[src/rtl/combi_pkg.sv]
// combi_pkg: shared fetch-stage types and constants
package combi_pkg;
  localparam int PC_W = 32;
  localparam logic [PC_W-1:0] NOP = '0;
  typedef enum logic [1:0] {REQ, WAIT, DROP, HAVE} fetch_state_t;
endpackage

[src/rtl/stage_f_fsm.sv]
// stage_f_fsm: single-outstanding instruction fetch request/response sequencer
module stage_f_fsm
  import combi_pkg::*;
(
  input  logic         clk,
  input  logic         rst,
  input  logic         redirect,
  input  logic         stall,
  input  logic         gnt,
  input  logic         rvalid,
  output fetch_state_t state,
  output logic         capture,
  output logic         err_set
);
  fetch_state_t state_q, state_d;
  always_ff @(posedge clk or posedge rst)
    if (rst) state_q <= REQ;
    else state_q <= state_d;
  always_comb begin
    state_d = state_q;
    capture = 1'b0;
    err_set = 1'b0;
    case (state_q)
      REQ: begin
        err_set = rvalid;
        if (gnt) state_d = redirect ? DROP : WAIT;
      end
      WAIT: begin
        capture = rvalid && !redirect;
        if (rvalid) state_d = redirect ? REQ : HAVE;
        else if (redirect) state_d = DROP;
      end
      DROP: if (rvalid) state_d = REQ;
      HAVE: begin
        err_set = rvalid;
        if (redirect || !stall) state_d = REQ;
      end
      default: state_d = REQ;
    endcase
  end
  assign state = state_q;
endmodule

[src/rtl/stage_f.sv]
// stage_f: fetch stage with PC register, ARM/RISC-V redirect mux and instruction buffer
module stage_f
  import combi_pkg::*;
#(
  parameter logic [PC_W-1:0] RESET_PC = 32'h0000_0000
) (
  input  logic            clk,
  input  logic            rst,
  input  logic            arm,
  input  logic            stallF,
  input  logic            PCSrcE,
  input  logic [PC_W-1:0] PCTargetE,
  input  logic            PCSrcW,
  input  logic [PC_W-1:0] ResultW,
  output logic            imem_req,
  output logic [PC_W-1:0] imem_addr,
  input  logic            imem_gnt,
  input  logic            imem_rvalid,
  input  logic [PC_W-1:0] imem_rdata,
  output logic [PC_W-1:0] RDD,
  output logic [PC_W-1:0] PCF,
  output logic [PC_W-1:0] PCPlus4F,
  output logic            fetch_stall,
  output logic            fetch_err
);
  fetch_state_t state;
  logic capture, err_set, redirect, have;
  logic [PC_W-1:0] target, pc_q, pc_d, buf_q, buf_d;
  logic err_q, err_d;
  stage_f_fsm u_fsm (
    .clk(clk), .rst(rst), .redirect(redirect), .stall(stallF),
    .gnt(imem_gnt), .rvalid(imem_rvalid),
    .state(state), .capture(capture), .err_set(err_set)
  );
  always_comb begin
    redirect = arm ? PCSrcW : PCSrcE;
    target   = arm ? ResultW : PCTargetE;
    have     = state == HAVE;
    PCPlus4F = pc_q + 32'd4;
    pc_d     = redirect ? target : (have && !stallF) ? PCPlus4F : pc_q;
    buf_d    = capture ? imem_rdata : buf_q;
    err_d    = err_q | err_set;
  end
  always_ff @(posedge clk or posedge rst)
    if (rst) begin
      pc_q  <= RESET_PC;
      buf_q <= NOP;
      err_q <= 1'b0;
    end else begin
      pc_q  <= pc_d;
      buf_q <= buf_d;
      err_q <= err_d;
    end
  assign imem_req    = state == REQ;
  assign imem_addr   = pc_q;
  assign PCF         = pc_q;
  assign RDD         = have ? buf_q : NOP;
  assign fetch_stall = !have;
  assign fetch_err   = err_q;
endmodule

[config.mk]
export PLATFORM = sky130hd
export DESIGN_NAME = stage_f
export DESIGN_NICKNAME = d
export VERILOG_FILES = /design/src/rtl/combi_pkg.sv /design/src/rtl/stage_f_fsm.sv /design/src/rtl/stage_f.sv
export SDC_FILE = /design/constraint.sdc
export NUM_CORES = 1
export LEC_CHECK = 0
export BUFFER_PORTS_ARGS = -buffer_cell sky130_fd_sc_hd__buf_2
export CAP_MARGIN = 25
export CORE_MARGIN = 4
export CORE_UTILIZATION = 46
export CTS_CLUSTER_DIAMETER = 80
export DETAILED_ROUTE_END_ITERATION = 12
export PLACE_DENSITY = 0.88
export SLEW_MARGIN = 30
export SYNTH_ARGS = -nofsm -noshare
export SYNTH_HDL_FRONTEND = slang
export SYNTH_SLANG_ARGS = --single-unit
[constraint.sdc]
create_clock -name clk -period 2.5 [get_ports clk]
set_input_delay 0.375 -clock clk [delete_from_list [all_inputs] [get_ports clk]]
set_output_delay 0.375 -clock clk [all_outputs]
set_load 0.02 [all_outputs]
==> results.yml <==
outcome:
  status: "finished with violations"
  violations: "setup timing"
sta:
  fin_setup_tns_ns: -0.001844
  slew_viol_final: 0
  worst_clock_skew_ns: 0.01137
  fmax_mhz: 399.7
  worst-slew-pin-transition_ns: 0.6366
  rsz0062_at_grt: "yes"
  min_period_ns: 2.502
  postLayoutSetupSlackWorst_ns: -0.001844
  finalSetupViolations: 1
  period_share_pct: 100.1
  whs_ns: 0.1192
  hold_viol: 0
  max-slew-margin-rel_pct: 57.24
cts:
  cts_tree: "yes"
  clk_pin_slew_ns: 0.08
  clock-root-buffer: "clkbuf_8"
  cts_buffers: 9
  holdBufCountCts: 0
  htree_levels: 3
  clkLatencyLatePin_ns: 0.34
  cts_sinks: 67
  cts_buffer_depth: 2
grt:
  gr-usage-met2_pct: 43.21
  globalRouteMet1Util_pct: 27.70
  grt_pass1_wl_mm: 21.98
  gr-usage-all-layers_pct: 23.79
  grtUsageMet3_pct: 3.599
  first_global_vias: 4568
  gr-total-overflow: 0
  grt-busiest-layer: "met2"
  grt_max_degree: 40
  antenna_found_initial: 0
die:
  io_pins: 235
  die_area_um2: 11570
  coreArea_um2: 9729
  num_rows: 36
  chipHeight_um: 107.6
  fp.dieW_um: 107.6
  start_util_pct: 46.86
critical_path:
  start_kind: "flip-flop"
  path_max_fanout: 4
  cp.arrival_ns: 2.13
  crit_required_ns: 2.12
  end_kind: "output pin"
  crit_type: "reg2out"
finish:
  fin_nets: 810
  num_antenna_cells: 0
  fin_cells: 838
  final_core_util_pct: 63.34
  final_common_cell: "buf_2"
  layout_common_cells: "buf_2, dfrtp_1, buf_4"
  drive_above_1_share_pct: 50.78
  area_growth_pct: 35.15
  fin_area_um2: 6162
synthesis:
  synth.top_cell.area_share_pct: 36.77
  yosysSeqAreaShare_pct: 36.77
  syn_nets: 589
  yosysWarnings: 0
  synth_cell_types: 42
  synth-edff-count: 0
  async_flop_share_pct: 100.0
  synthFlopType: "dfrtp_1"
  syn-mean-instance-area_um2: 9.519
  yosys.area.top_type: "dfrtp_1"
  synth_cells: 479
  synth.cell_area_um2: 4559
  ys_ff_latch: 67
  synth.area.top_cells: "dfrtp_1, mux2_2, buf_4"
placement:
  dpl_cell_area_um2: 5787
  gp_congestion: 0.8702
  dp_cells: 811
  hpwl_mm: 11.03
  port_buffers: 234
  place_ws_ns: 0.1605
pwr:
  p_per_area_nw_per_um2: 728.3
  leakage_nw: 2.857
  p_int_mw: 2.665
  p_comb_share_pct: 45.0
  finalPower_mw: 4.488
  pwr-share-clk_pct: 18.0
  max-vdd-ir-drop_mv: 0.4106
  power.switching_mw: 1.823
  seq_power_share_pct: 37.0
  sw_frac_of_total_pct: 40.62
routing:
  drt_iter0_markers: 362
  post-route-drc-count: 0
  wirelength_mm: 14.52
  vias: 4627
  drt-pass1-iter-count: 6
  wl_per_cell_um: 17.33
  postRouteAntennaNets: 0
  vias_per_cell: 5.521
min_path:
  hp-class: "in2async"
flow_run:
  cap_viol_max_count: 0
cells by family (layout without fill, tap and decap cells):
logic type               count (synthesis)  after routing  share of synthesized area, %
adder cells (fa/ha/maj)                  6              6                         1.646
AO/OA/AOI/OAI                           80             80                         12.10
XOR/XNOR                                37             37                         7.108
AND/OR/NAND/NOR                        169            169                         22.09
multiplexers                            45             45                         10.81
buffers and inverters                   75            301                         9.468
flip-flops                              67             67                         36.77
area by class of cell:
type                    instances  area (um^2)
fillers                       804         3567
multi-input cells             337         2572
flip-flops and latches         67         1688
repair buffers                278         1534
well taps                     133        166.4
clock buffers                   9        123.9
clock inverters                 7        51.30
inverters                       7        26.28
critical path, cell delays in order (launching register included):
cell and delay, ns:
dfrtp_2 0.41, nand2_1 0.18, or3_4 0.39, or4_4 0.51, xnor2_2 0.14, buf_4 0.16
flip-flops by register name, summed over array words and instances, names as in the netlist:
| name | count |
|---|---|
| PCF | 32 |
| buf_q | 32 |
| u_fsm.state | 2 |
| fetch_err | 1 |
what timing repair did:
item	CTS	global route
gates cloned	0	1
endpoints found under the setup margin	6	12
resized for setup	13	22
setup buffers	5	5
pin swaps	9	9
synthesized netlist by cell type (11+ instances only):
cell type and count:
a211oi_1 32, a31oi_1 15, mux2i_1 11, and2_1 36, clkbuf_1 19, nand4_1 13, o31ai_1 11, nor2b_1 25
xnor2_1 29, dfrtp_1 67, mux2_2 34, nand2_1 27, buf_4 34, or4_1 17
metal layers:
metal / wire [um] / vias to the layer above
li1: - / 2138
met1: 5433 / 2209
met2: 7628 / 248
met3: 1100 / 32
met4: 358 / 0
met5: 0 / -
power by group through the flow:
stage / clock network, mW / registers, mW / logic [mW]
floorplan: 0 / 1.73 / 1.29
global placement: 0 / 1.64 / 1.90
detailed placement: 0 / 1.68 / 1.96
CTS: 0.837 / 1.66 / 1.99
global route: 0.872 / 1.71 / 2.18
finish: 0.808 / 1.66 / 2.02
final timing paths:
path / startpoint / to / slack [ns] / cells after the start
worst max register to register: PCF[4]$_DFFE_PP0P_ / PCF[23]$_DFFE_PP0P_ / 0.28 / 5
max in group asynchronous: rst / PCF[14]$_DFFE_PP0P_ / 2.02 / 3
worst min-delay path: rst / buf_q[11]$_DFFE_PP0P_ / 0.12 / 3
min in group clk: imem_rdata[1] / buf_q[1]$_DFFE_PP0P_ / 0.26 / 2
worst max-delay path: PCF[11]$_DFFE_PP0P_ / PCPlus4F[28] / -0.002 / 5
worst min register to register: buf_q[9]$_DFFE_PP0P_ / buf_q[9]$_DFFE_PP0P_ / 0.50 / 1
Note: power is estimated with default switching activity, not from simulation.
